**config.mk**
```make
export PLATFORM = sky130hd
export DESIGN_NAME = mem_port_arbiter
export DESIGN_NICKNAME = d
export VERILOG_FILES = /design/src/rtl/mem_port_arbiter_pkg.sv /design/src/rtl/id_fifo.sv /design/src/rtl/mem_port_arbiter.sv
export SDC_FILE = /design/constraint.sdc
export NUM_CORES = 1
export LEC_CHECK = 0
export CAP_MARGIN = 10
export CORE_AREA = 2 2 125 127
export CTS_CLUSTER_DIAMETER = 30
export DETAILED_ROUTE_END_ITERATION = 8
export DIE_AREA = 0 0 127 129
export SLEW_MARGIN = 20
export SYNTH_ARGS = -nofsm -noshare
export SYNTH_HDL_FRONTEND = slang
export SYNTH_SLANG_ARGS = --single-unit
```
**constraint.sdc**
```tcl
create_clock -name clk -period 2.9 [get_ports clk]
set_input_delay 0.725 -clock clk [delete_from_list [all_inputs] [get_ports clk]]
set_output_delay 0.725 -clock clk [all_outputs]
set_load 0.005 [all_outputs]
```
**src/rtl/mem_port_arbiter_pkg.sv**
```systemverilog
// Shared bus-length definitions for the SRAM-like memory ports and the
// requester-ID encoding used by the instruction/data port arbiter.
package mem_port_arbiter_pkg;

    localparam int ADDR_W        = 32;
    localparam int DATA_W        = 32;
    localparam int SIZE_W        = 2;
    localparam int STRB_W        = 4;
    localparam int OUTSTANDING_W = 3;

    typedef enum logic {
        INST_ID = 1'b0,
        DATA_ID = 1'b1
    } req_id_e;

    // One SRAM-like request, bundled so the port mux is a single select.
    typedef struct packed {
        logic              wr;
        logic [SIZE_W-1:0] size;
        logic [STRB_W-1:0] wstrb;
        logic [ADDR_W-1:0] addr;
        logic [DATA_W-1:0] wdata;
    } mem_req_t;

endpackage

```
**src/rtl/id_fifo.sv**
```systemverilog
// In-order FIFO of requester IDs for accepted-but-unanswered transactions.
// Pointers wrap modulo DEPTH; push when full and pop when empty are ignored.
module id_fifo #(
    parameter int DEPTH = 2,
    parameter int WIDTH = 1,
    parameter int CNT_W = $clog2(DEPTH + 1)
) (
    input  logic             clk,
    input  logic             resetn,
    input  logic             push,
    input  logic [WIDTH-1:0] push_data,
    input  logic             pop,
    output logic             full,
    output logic             empty,
    output logic [WIDTH-1:0] head,
    output logic [CNT_W-1:0] count
);

    localparam int               PTR_W    = (DEPTH > 1) ? $clog2(DEPTH) : 1;
    localparam logic [PTR_W-1:0] PTR_LAST = PTR_W'(DEPTH - 1);
    localparam logic [PTR_W-1:0] PTR_ONE  = PTR_W'(1);
    localparam logic [CNT_W-1:0] CNT_FULL = CNT_W'(DEPTH);
    localparam logic [CNT_W-1:0] CNT_ONE  = CNT_W'(1);

    logic [WIDTH-1:0] slots [DEPTH];
    logic [PTR_W-1:0] wr_ptr;
    logic [PTR_W-1:0] rd_ptr;
    logic             do_push;
    logic             do_pop;

    function automatic logic [PTR_W-1:0] bump(input logic [PTR_W-1:0] ptr);
        return (ptr == PTR_LAST) ? '0 : ptr + PTR_ONE;
    endfunction

    assign full    = (count == CNT_FULL);
    assign empty   = (count == '0);
    assign do_push = push & ~full;
    assign do_pop  = pop & ~empty;
    assign head    = slots[rd_ptr];

    // NOTE: sequential state uses non-blocking assignments so every register
    // samples the pre-edge values, independent of statement order.
    always_ff @(posedge clk) begin
        if (!resetn) begin
            wr_ptr <= '0;
            rd_ptr <= '0;
            count  <= '0;
        end else begin
            if (do_push) wr_ptr <= bump(wr_ptr);
            if (do_pop)  rd_ptr <= bump(rd_ptr);
            unique case ({do_push, do_pop})
                2'b10:   count <= count + CNT_ONE;
                2'b01:   count <= count - CNT_ONE;
                default: ;
            endcase
        end
    end

    // NOTE: the storage array has no reset; a slot is only read after it was
    // written, because the count gates every use of head.
    always_ff @(posedge clk) begin
        if (do_push) slots[wr_ptr] <= push_data;
    end

endmodule

```
**src/rtl/mem_port_arbiter.sv**
```systemverilog
// Arbitrates the fetch and load/store SRAM-like ports onto one downstream port,
// holding the grant while a request waits and routing responses back in order.
module mem_port_arbiter
    import mem_port_arbiter_pkg::*;
#(
    parameter int MAX_OUTSTANDING = 2,
    parameter int STARVE_LIMIT    = 4
) (
    input  logic                     clk,
    input  logic                     resetn,

    input  logic                     inst_req,
    input  logic                     inst_wr,
    input  logic [SIZE_W-1:0]        inst_size,
    input  logic [STRB_W-1:0]        inst_wstrb,
    input  logic [ADDR_W-1:0]        inst_addr,
    input  logic [DATA_W-1:0]        inst_wdata,
    output logic                     inst_addr_ok,
    output logic                     inst_data_ok,
    output logic [DATA_W-1:0]        inst_rdata,

    input  logic                     data_req,
    input  logic                     data_wr,
    input  logic [SIZE_W-1:0]        data_size,
    input  logic [STRB_W-1:0]        data_wstrb,
    input  logic [ADDR_W-1:0]        data_addr,
    input  logic [DATA_W-1:0]        data_wdata,
    output logic                     data_addr_ok,
    output logic                     data_data_ok,
    output logic [DATA_W-1:0]        data_rdata,

    output logic                     mem_req,
    output logic                     mem_wr,
    output logic [SIZE_W-1:0]        mem_size,
    output logic [STRB_W-1:0]        mem_wstrb,
    output logic [ADDR_W-1:0]        mem_addr,
    output logic [DATA_W-1:0]        mem_wdata,
    input  logic                     mem_addr_ok,
    input  logic                     mem_data_ok,
    input  logic [DATA_W-1:0]        mem_rdata,

    output logic [OUTSTANDING_W-1:0] outstanding,
    output logic                     resp_err
);

    localparam int                  STARVE_W   = $clog2(STARVE_LIMIT + 1);
    localparam logic [STARVE_W-1:0] STARVE_MAX = STARVE_W'(STARVE_LIMIT);
    localparam logic [STARVE_W-1:0] STARVE_ONE = STARVE_W'(1);

    mem_req_t                 inst_fields;
    mem_req_t                 data_fields;
    mem_req_t                 mem_fields;
    req_id_e                  grant;
    req_id_e                  lock_id;
    req_id_e                  head_id;
    logic                     lock_valid;
    logic [STARVE_W-1:0]      starve_cnt;
    logic                     sel_req;
    logic                     mem_xfer;
    logic                     fifo_full;
    logic                     fifo_empty;
    logic                     fifo_pop;
    logic                     fifo_head;
    logic [OUTSTANDING_W-1:0] fifo_count;

    assign inst_fields = '{inst_wr, inst_size, inst_wstrb, inst_addr, inst_wdata};
    assign data_fields = '{data_wr, data_size, data_wstrb, data_addr, data_wdata};

    // NOTE: every always_comb output gets a default on its first line so no
    // path can leave it unassigned and infer a latch.
    always_comb begin
        grant = INST_ID;
        if (lock_valid)
            grant = lock_id;
        else if (starve_cnt == STARVE_MAX && inst_req)
            grant = INST_ID;
        else if (data_req)
            grant = DATA_ID;
    end

    assign sel_req    = (grant == DATA_ID) ? data_req : inst_req;
    assign mem_fields = (grant == DATA_ID) ? data_fields : inst_fields;

    // Full is taken from the registered count, so a same-cycle pop never frees a slot.
    assign mem_req  = resetn & sel_req & ~fifo_full;
    assign mem_xfer = mem_req & mem_addr_ok;

    assign {mem_wr, mem_size, mem_wstrb, mem_addr, mem_wdata} = mem_fields;

    assign inst_addr_ok = mem_xfer & (grant == INST_ID);
    assign data_addr_ok = mem_xfer & (grant == DATA_ID);

    assign fifo_pop     = resetn & mem_data_ok & ~fifo_empty;
    assign head_id      = req_id_e'(fifo_head);
    assign inst_data_ok = fifo_pop & (head_id == INST_ID);
    assign data_data_ok = fifo_pop & (head_id == DATA_ID);
    assign inst_rdata   = inst_data_ok ? mem_rdata : '0;
    assign data_rdata   = data_data_ok ? mem_rdata : '0;
    assign outstanding  = fifo_count;

    id_fifo #(
        .DEPTH (MAX_OUTSTANDING),
        .WIDTH (1),
        .CNT_W (OUTSTANDING_W)
    ) u_id_fifo (
        .clk       (clk),
        .resetn    (resetn),
        .push      (mem_xfer),
        .push_data (grant),
        .pop       (fifo_pop),
        .full      (fifo_full),
        .empty     (fifo_empty),
        .head      (fifo_head),
        .count     (fifo_count)
    );

    always_ff @(posedge clk) begin
        if (!resetn) begin
            lock_valid <= 1'b0;
            lock_id    <= INST_ID;
            starve_cnt <= '0;
            resp_err   <= 1'b0;
        end else begin
            // A dropped request releases the lock even though that is a protocol violation.
            if (!sel_req)
                lock_valid <= 1'b0;
            else if (mem_req && !mem_addr_ok) begin
                lock_valid <= 1'b1;
                lock_id    <= grant;
            end else if (mem_xfer)
                lock_valid <= 1'b0;

            if (!inst_req || (mem_xfer && grant == INST_ID))
                starve_cnt <= '0;
            else if (mem_xfer && grant == DATA_ID && starve_cnt != STARVE_MAX)
                starve_cnt <= starve_cnt + STARVE_ONE;

            if (mem_data_ok && fifo_empty)
                resp_err <= 1'b1;
        end
    end

endmodule

```
==> results.md, run 1 <==
- Reg power frac: 0.167
- CTS tree: done
- First-pass DRT Iterations: 4
- Setup crit end kind: output pin
- Area Growth Syn to Fin: 181%
- DIE HEIGHT: approximately 130 um
- Slew HR: 0.812
- GR Util met1: 0.148
- Syn Area/Cell: ~9 um^2
- First-pass GRT wire length: around 18000 um
- Vias in the first global route: around 3300
- Most frequently used flop master after synthesis: dfxtp_1
- WL/cell: between 15 and 20 um
- Register area share after synthesis: 0.137
- Synth Area in XOR/XNOR: 0.0120
- Ant. Diodes: 0
- Antenna viol nets, final: 0
- Largest family of logic cells by synthesized area: multiplexers
- Hold_ws: roughly 460 ps
- Post-synth top area share: 0.239
- FFs w/ async S/R, synth: 0
- GRT met2 Usage: 0.288
- Setup TNS: 0 ps
- Final nets: about 780
- Commonest non-fill, non-tap cell in the layout: clkdlybuf4s50_1
- GRT met3 Usage: 0.0295
- Hold Crit Depth: 2
- Status: complete, no violations
- Placed Area: 0.00584 mm^2
- Post-route clock period utilization: 0.981
- Max VDD drop: between 150 and 200 uV
- Footprint of the multi-input gates: 0.00180 mm^2
- Max Clock Skew: about 3.3 ps
- Post-synthesis compound-gate area fraction: 0.0667
- Clk sinks: 14
- Register area: about 300 um^2
- Gpl congestion: ~0.76
- Most frequent cells in the layout: clkdlybuf4s50_1, and2_1, buf_2
- WS Path Type: input pin to output pin
- Worst setup SP type: input pin
- Sw Share: 0.264
- Post-synthesis mux area share: 0.438
- Yosys warnings: 0
- Post-synth EDFFs: 2
- CTS Root Cell: clkbuf_16
- Antenna violations before repair: 0
- Worst-Margin Slew: around 280 ps
- Finished Cell Area: roughly 0.0062 mm^2
- MaxCap Viol Count: 0
- Endpoints failing setup: 0
- PwrDens: 222 mW/mm^2
- Cell type with the largest total area after synthesis: mux2_4
- Synthesized area: approximately 0.0022 mm^2
- HPWL after detailed placement: between 10000 and 15000 um
- Rows: 45
- Cells after synthesis: between 200 and 250
- DIE AREA: 0.0164 mm^2
- Htree depth: 1
- Largest net degree at the start of global routing: 18
- Fmax: ~350 MHz
- Clock-pin slew on the worst setup and hold paths: ~40 ps
- FF+latch count, synth: 14
- Synth cell types: 37
- Core box area: around 0.015 mm^2
- Via-to-Cell Ratio: 4.04
- Final wirelength: 13100 um
- Adder-Cell Fraction of Synth Area: 0.0262
- CTS max path bufs: 2
- CP required: 2170 ps
- Crit path DAT: 2120 ps
- Synth Net Count: 422
- Final hold viol count: 0
- Psw: around 0.00036 W
- Most Crowded Layer GR: met2
- Layout cell share with drive strength beyond 1: 0.321
- DRC viols: 0
- R2r worst-path depth: 9
- Leak: about 3.2 nW
- # IOs: around 320
- CTS Hold Bufs: 0
- Die width: approximately 130 um
- Min Tclk post-route: around 2800 ps
- Drt first-iter violations: just over 60
- GRT overflow: 0
- Vias: around 3200
- All-layer global routing usage: 0.140
- Synth Area in Simple Gates: 0.252
- Largest cells by area after synthesis: mux2_4, and2_1, mux2_2
- HP Class: register to register
- Filler Cell Count: 1459
- Crit path max fanout: 16
- Insertion delay to the later sink of the worst-skew pair: between 200 and 250 ps
- Final core utilization: 0.411
- Total CTS buffers: 3
- Starting Density: 0.147
- Internal power: ~0.001 W
- Port bufs: about 320
- Clock power frac: 0.191
- Gate power share: 0.642
- Final Max Tran Viols: 0
==> per-layer routing <==
metal  vias up  wire length (um)
li1       1543                 -
met3        10              1060
met2       174              7350
met1      1453              4560
met5         -                 0
met4         0                90
==> power groups by stage <==
stage	Combinational [W]	Clock [W]	Sequential (W)
3_5_place_dp	0.000861	0	0.000229
2_1_floorplan	0.000289	0	0.000227
3_3_place_gp	0.000850	0	0.000228
4_1_cts	0.000876	0.000266	0.000226
5_1_grt	0.000933	0.000276	0.000229
6_report	0.000878	0.000261	0.000228
==> layout make-up <==
| type | count | area share |
|---|---|---|
| inverters | 12 | 0.00731 |
| multi-input cells | 196 | 0.292 |
| repair buffers | 373 | 0.600 |
| flip-flops and latches | 14 | 0.0495 |
| clock buffers | 4 | 0.0128 |
| well taps | 188 | 0.0382 |
==> registers in the layout, indices dropped and copies added (netlist names), named ones only <==
signal and flops:
lock_valid 1, lock_id 1, u_id_fifo.rd_ptr 1, u_id_fifo.slots 2
u_id_fifo.count 3, resp_err 1, starve_cnt 3, u_id_fifo.wr_ptr 1
==> critical path, stage by stage <==
cell and delay, ps:
clkdlybuf4s15_2 210, nand3_4 80, buf_4 150, nor2_4 100, buf_12 120, buf_16 120, and2_1 120, clkdlybuf4s50_1 490
==> worst paths after layout <==
kind,to,slack [ps],start
max,data_rdata[2],50,mem_data_ok
min,resp_err,460,resp_err
max reg2reg,u_id_fifo.count[2],420,u_id_fifo.count[1]
min reg2reg,resp_err,460,resp_err
==> cells by family after synthesis <==
| group | count (synthesis) |
|---|---|
| buffers and inverters | 28 |
| xor gates and xnor gates | 3 |
| AOI/OAI and AO/OA | 19 |
| and+or+nand+nor | 96 |
| adders and majority gates | 4 |
| DFF | 14 |
| muxes | 74 |
==> synth_stat cells (3+ instances only) <==
cell	number
nor2_1	12
xor2_1	3
buf_2	7
buf_6	5
mux2_4	35
mux2i_1	3
inv_1	12
and2_1	65
nand3_1	4
mux2_2	36
ha_1	3
clkbuf_1	4
dfxtp_1	12
a21oi_1	4
nand2_1	5
==> what timing repair did <==
| item | CTS | global route |
|---|---|---|
| cloned | 6 | 1 |
| setup endpoints to repair | 141 | 92 |
| resized for setup | 259 | 54 |
| pin swaps | 2 | 2 |
| setup buffers | 17 | 2 |
==> per-stage QoR <==
step | setup slack, ps | power (W) | instances
CTS | -59.3 | 0.00137 | 786
floorplan | 457 | 0.000516 | 238
finish | 53.8 | 0.00137 | 787
detailed placement | -494 | 0.00109 | 759
global placement | -488 | 0.00108 | 759
global route | -7.79 | 0.00144 | 787
Power figures use the tool's default switching activity.
==> inputs of run 2 (changes only) <==
- PLACE_DENSITY_LB_ADDON: default -> 0.1
- clock period: 2.9 -> 2.7 ns (I/O delays scaled with it)
==> run 2 against run 1 <==
Against the previous run: the flow now finishes with violations (negative setup slack); flip-flop and latch count did not move; sequential share of layout area is 0.23 points lower; global-route usage increased by 1.5 points; clock skew decreased by 1.9 ps; non-clock buffer count rose by 23; register-to-register slack lost 140 ps; clock-buffer cell count unchanged; sequential power up 6%; first-iteration DRC count down 1.6%; cell count is 2.9% higher; final area is 4.8% higher; via count increased by 1.1%; critical endpoint is now mem_wdata[4].
==> results.md, run 2 (synthesized netlist as in run 1, its figures left out) <==
- Leak: 3.09 nW (-3.2%)
- Min Tclk post-route: around 2800 ps
- Most frequent cells in the layout: clkdlybuf4s50_1, and2_1, mux2_4, buf_6, buf_4
- MaxCap Viol Count: 0 (unchanged)
- Crit path DAT: 2090 ps (-30 ps)
- Flop2flop setup slack: 280 ps (-140 ps)
- First-pass GRT wire length: 19400 um (+7.2%)
- Footprint of the multi-input gates: 0.00183 mm^2 (+1.9%)
- Placed Area: 0.00580 mm^2 (-0.69%)
- Final nets: 807 (+2.9%)
- Setup crit end kind: output pin
- Slew HR: 0.834 (+0.0217)
- Psw: 0.000417 W (+15%)
- DIE HEIGHT: 129 um (unchanged)
- Final hold viol count: 0 (unchanged)
- # IOs: 324 (unchanged)
- Starting Density: 0.147 (unchanged)
- Gpl congestion: 0.839 (+10%)
- Status: finished with violations
- DIE AREA: 0.0164 mm^2 (unchanged)
- Crit Reg-Reg Endpoint: u_id_fifo.count[2]
- Rows: 45 (unchanged)
- Antenna violations before repair: 0 (unchanged)
- Vias in the first global route: 3161 (-3.2%)
- Commonest non-fill, non-tap cell in the layout: clkdlybuf4s50_1
- CP required: 2030 ps (-140 ps)
- CTS Root Cell: clkbuf_16
- HPWL after detailed placement: 11000 um (+4.9%)
- Dpl cells: 757 (-0.26%)
- CTS max path bufs: 2 (unchanged)
- Worst setup endpoint: mem_wdata[4]
- Crit path from: inst_req
- Via-to-Cell Ratio: 3.97 (-1.8%)
- Area Growth Syn to Fin: 194%
- Post-route clock period utilization: 1.02
- Core box area: 0.0150 mm^2 (unchanged)
- R2r worst-path depth: 13 (+4)
- FF-to-FF Start: u_id_fifo.count[1]
- Failing checks: negative setup slack
- First-pass DRT Iterations: 3 (-1)
- Htree depth: 1 (unchanged)
- CTS Hold Bufs: 0 (unchanged)
- RSZ-0062 raised after global routing: true
- Endpoints failing setup: 1 (+1)
- Max VDD drop: 208 uV (+23%)
- DRC viols: 0 (unchanged)
- Hold_ws: 473 ps (+11.0 ps)
- Largest net degree at the start of global routing: 18 (unchanged)
- Final wirelength: 14200 um (+8.9%)
- Regs by FF count: starve_cnt: 3 flops, u_id_fifo.count: 3 flops, u_id_fifo.slots: 2 flops
- Vias: 3215 (+1.1%)
- Antenna viol nets, final: 0 (unchanged)
- Fmax: approximately 360 MHz
- Finished Cell Area: 0.00646 mm^2 (+4.8%)
- Insertion delay to the later sink of the worst-skew pair: 240 ps (about the same)
- Setup slack after layout: -67.3 ps (-121 ps)
- PwrDens: 247 mW/mm^2 (+12%)
- WL/cell: 17.6 um (+5.8%)
- Ant. Diodes: 0 (unchanged)
- WS Path Type: input pin to output pin
- Internal power: 0.00118 W (+17%)
- Crit path max fanout: 6 (-10)
- Final Max Tran Viols: 0 (unchanged)
- All-layer global routing usage: 0.155 (+0.0150)
- Die width: 127 um (unchanged)
- Sw Share: 0.261 (-0.00330)
- Layout cell share with drive strength beyond 1: 0.378 (+0.0573)
- Worst setup SP type: input pin
- Clock-pin slew on the worst setup and hold paths: 50 ps (about the same)
- Pre-CTS setup slack: -593 ps (-98.7 ps)
- Pwr Total: 0.00160 W (+17%)
- Total CTS buffers: 3 (unchanged)
- Filler Cell Count: 1505 (+3.2%)
- Worst-Margin Slew: 245 ps (-36.1 ps)
- Non-Filler Instances: 810 (+2.9%)
- HP Class: register to register
- CTS tree: done
- Clock power frac: 0.193 (+0.002)
- Drt first-iter violations: 61 (-1.6%)
- Register area: 305 um^2 (unchanged)
- Port bufs: 323 (unchanged)
- Gate power share: 0.655 (+0.013)
- Clk sinks: 14 (unchanged)
- Max Clock Skew: 1.40 ps (-1.91 ps)
- Reg power frac: 0.151 (-0.016)
- GRT overflow: 0 (unchanged)
run 2: cell types whose count changed in the layout (fill, tap and decap cells not counted), sizes merged:
cell and change:
buf +24, dlymetal6s2s -20, clkbuf +11, dlygate4sd2 +5, clkdlybuf4s15 +4, bufbuf -1
run 2: stage by stage:
step / util / setup TNS [ps]
floorplan: - / 0
global placement: 0.387 / -65440
detailed placement: 0.387 / -65690
CTS: 0.425 / -1720
global route: 0.431 / -815
finish: 0.431 / -67.3
run 2: critical path: stages:
cell    delay, ps
buf_6          90
and3_4        150
o21a_4        260
buf_6         150
buf_16        120
buf_8         120
buf_6         110
mux2_4        290
buf_6         110
run 2: routing by layer:
| metal | part of all wire | vias up | global-route usage | routed length [um] |
|---|---|---|---|---|
| li1 | - | 1596 | - | - |
| met1 | 0.38 | 1454 | 0.178 | 5420 |
| met2 | 0.53 | 153 | 0.294 | 7590 |
| met3 | 0.068 | 12 | 0.0337 | 972 |
| met4 | 0.016 | 0 | 0.0336 | 229 |
| met5 | 0 | - | 0 | 0 |
run 2: power by group through the flow:
stage	clock network [W]	logic (W)	registers, W
global route	0.000332	0.00111	0.000244
floorplan	0	0.000311	0.000244
CTS	0.000317	0.00105	0.000241
finish	0.000309	0.00105	0.000242
global placement	0	0.000911	0.000243
detailed placement	0	0.000915	0.000244
run 2: cell type report:
class	count	share of cell area
clock buffers	4	0.0138
inverters	12	0.00697
multi-input cells	196	0.284
flip-flops and latches	14	0.0473
well taps	188	0.0364
repair buffers	396	0.612
run 2: worst min path at each step:
stage                       start            end  slack [ps]  depth (start not counted)
floorplan           starve_cnt[1]  starve_cnt[1]         450                          2
global placement         resp_err       resp_err         450                          2
detailed placement       resp_err       resp_err         460                          2
CTS                      resp_err       resp_err         470                          2
global route        starve_cnt[1]  starve_cnt[1]         510                          2
finish                   resp_err       resp_err         470                          2
run 2: repair_timing:
item	CTS	global route
resized for setup	337	69
setup endpoints to repair	141	84
pin swaps	4	5
buffers inserted	28	14
cloned	11	2
hold endpoints to repair	0	0
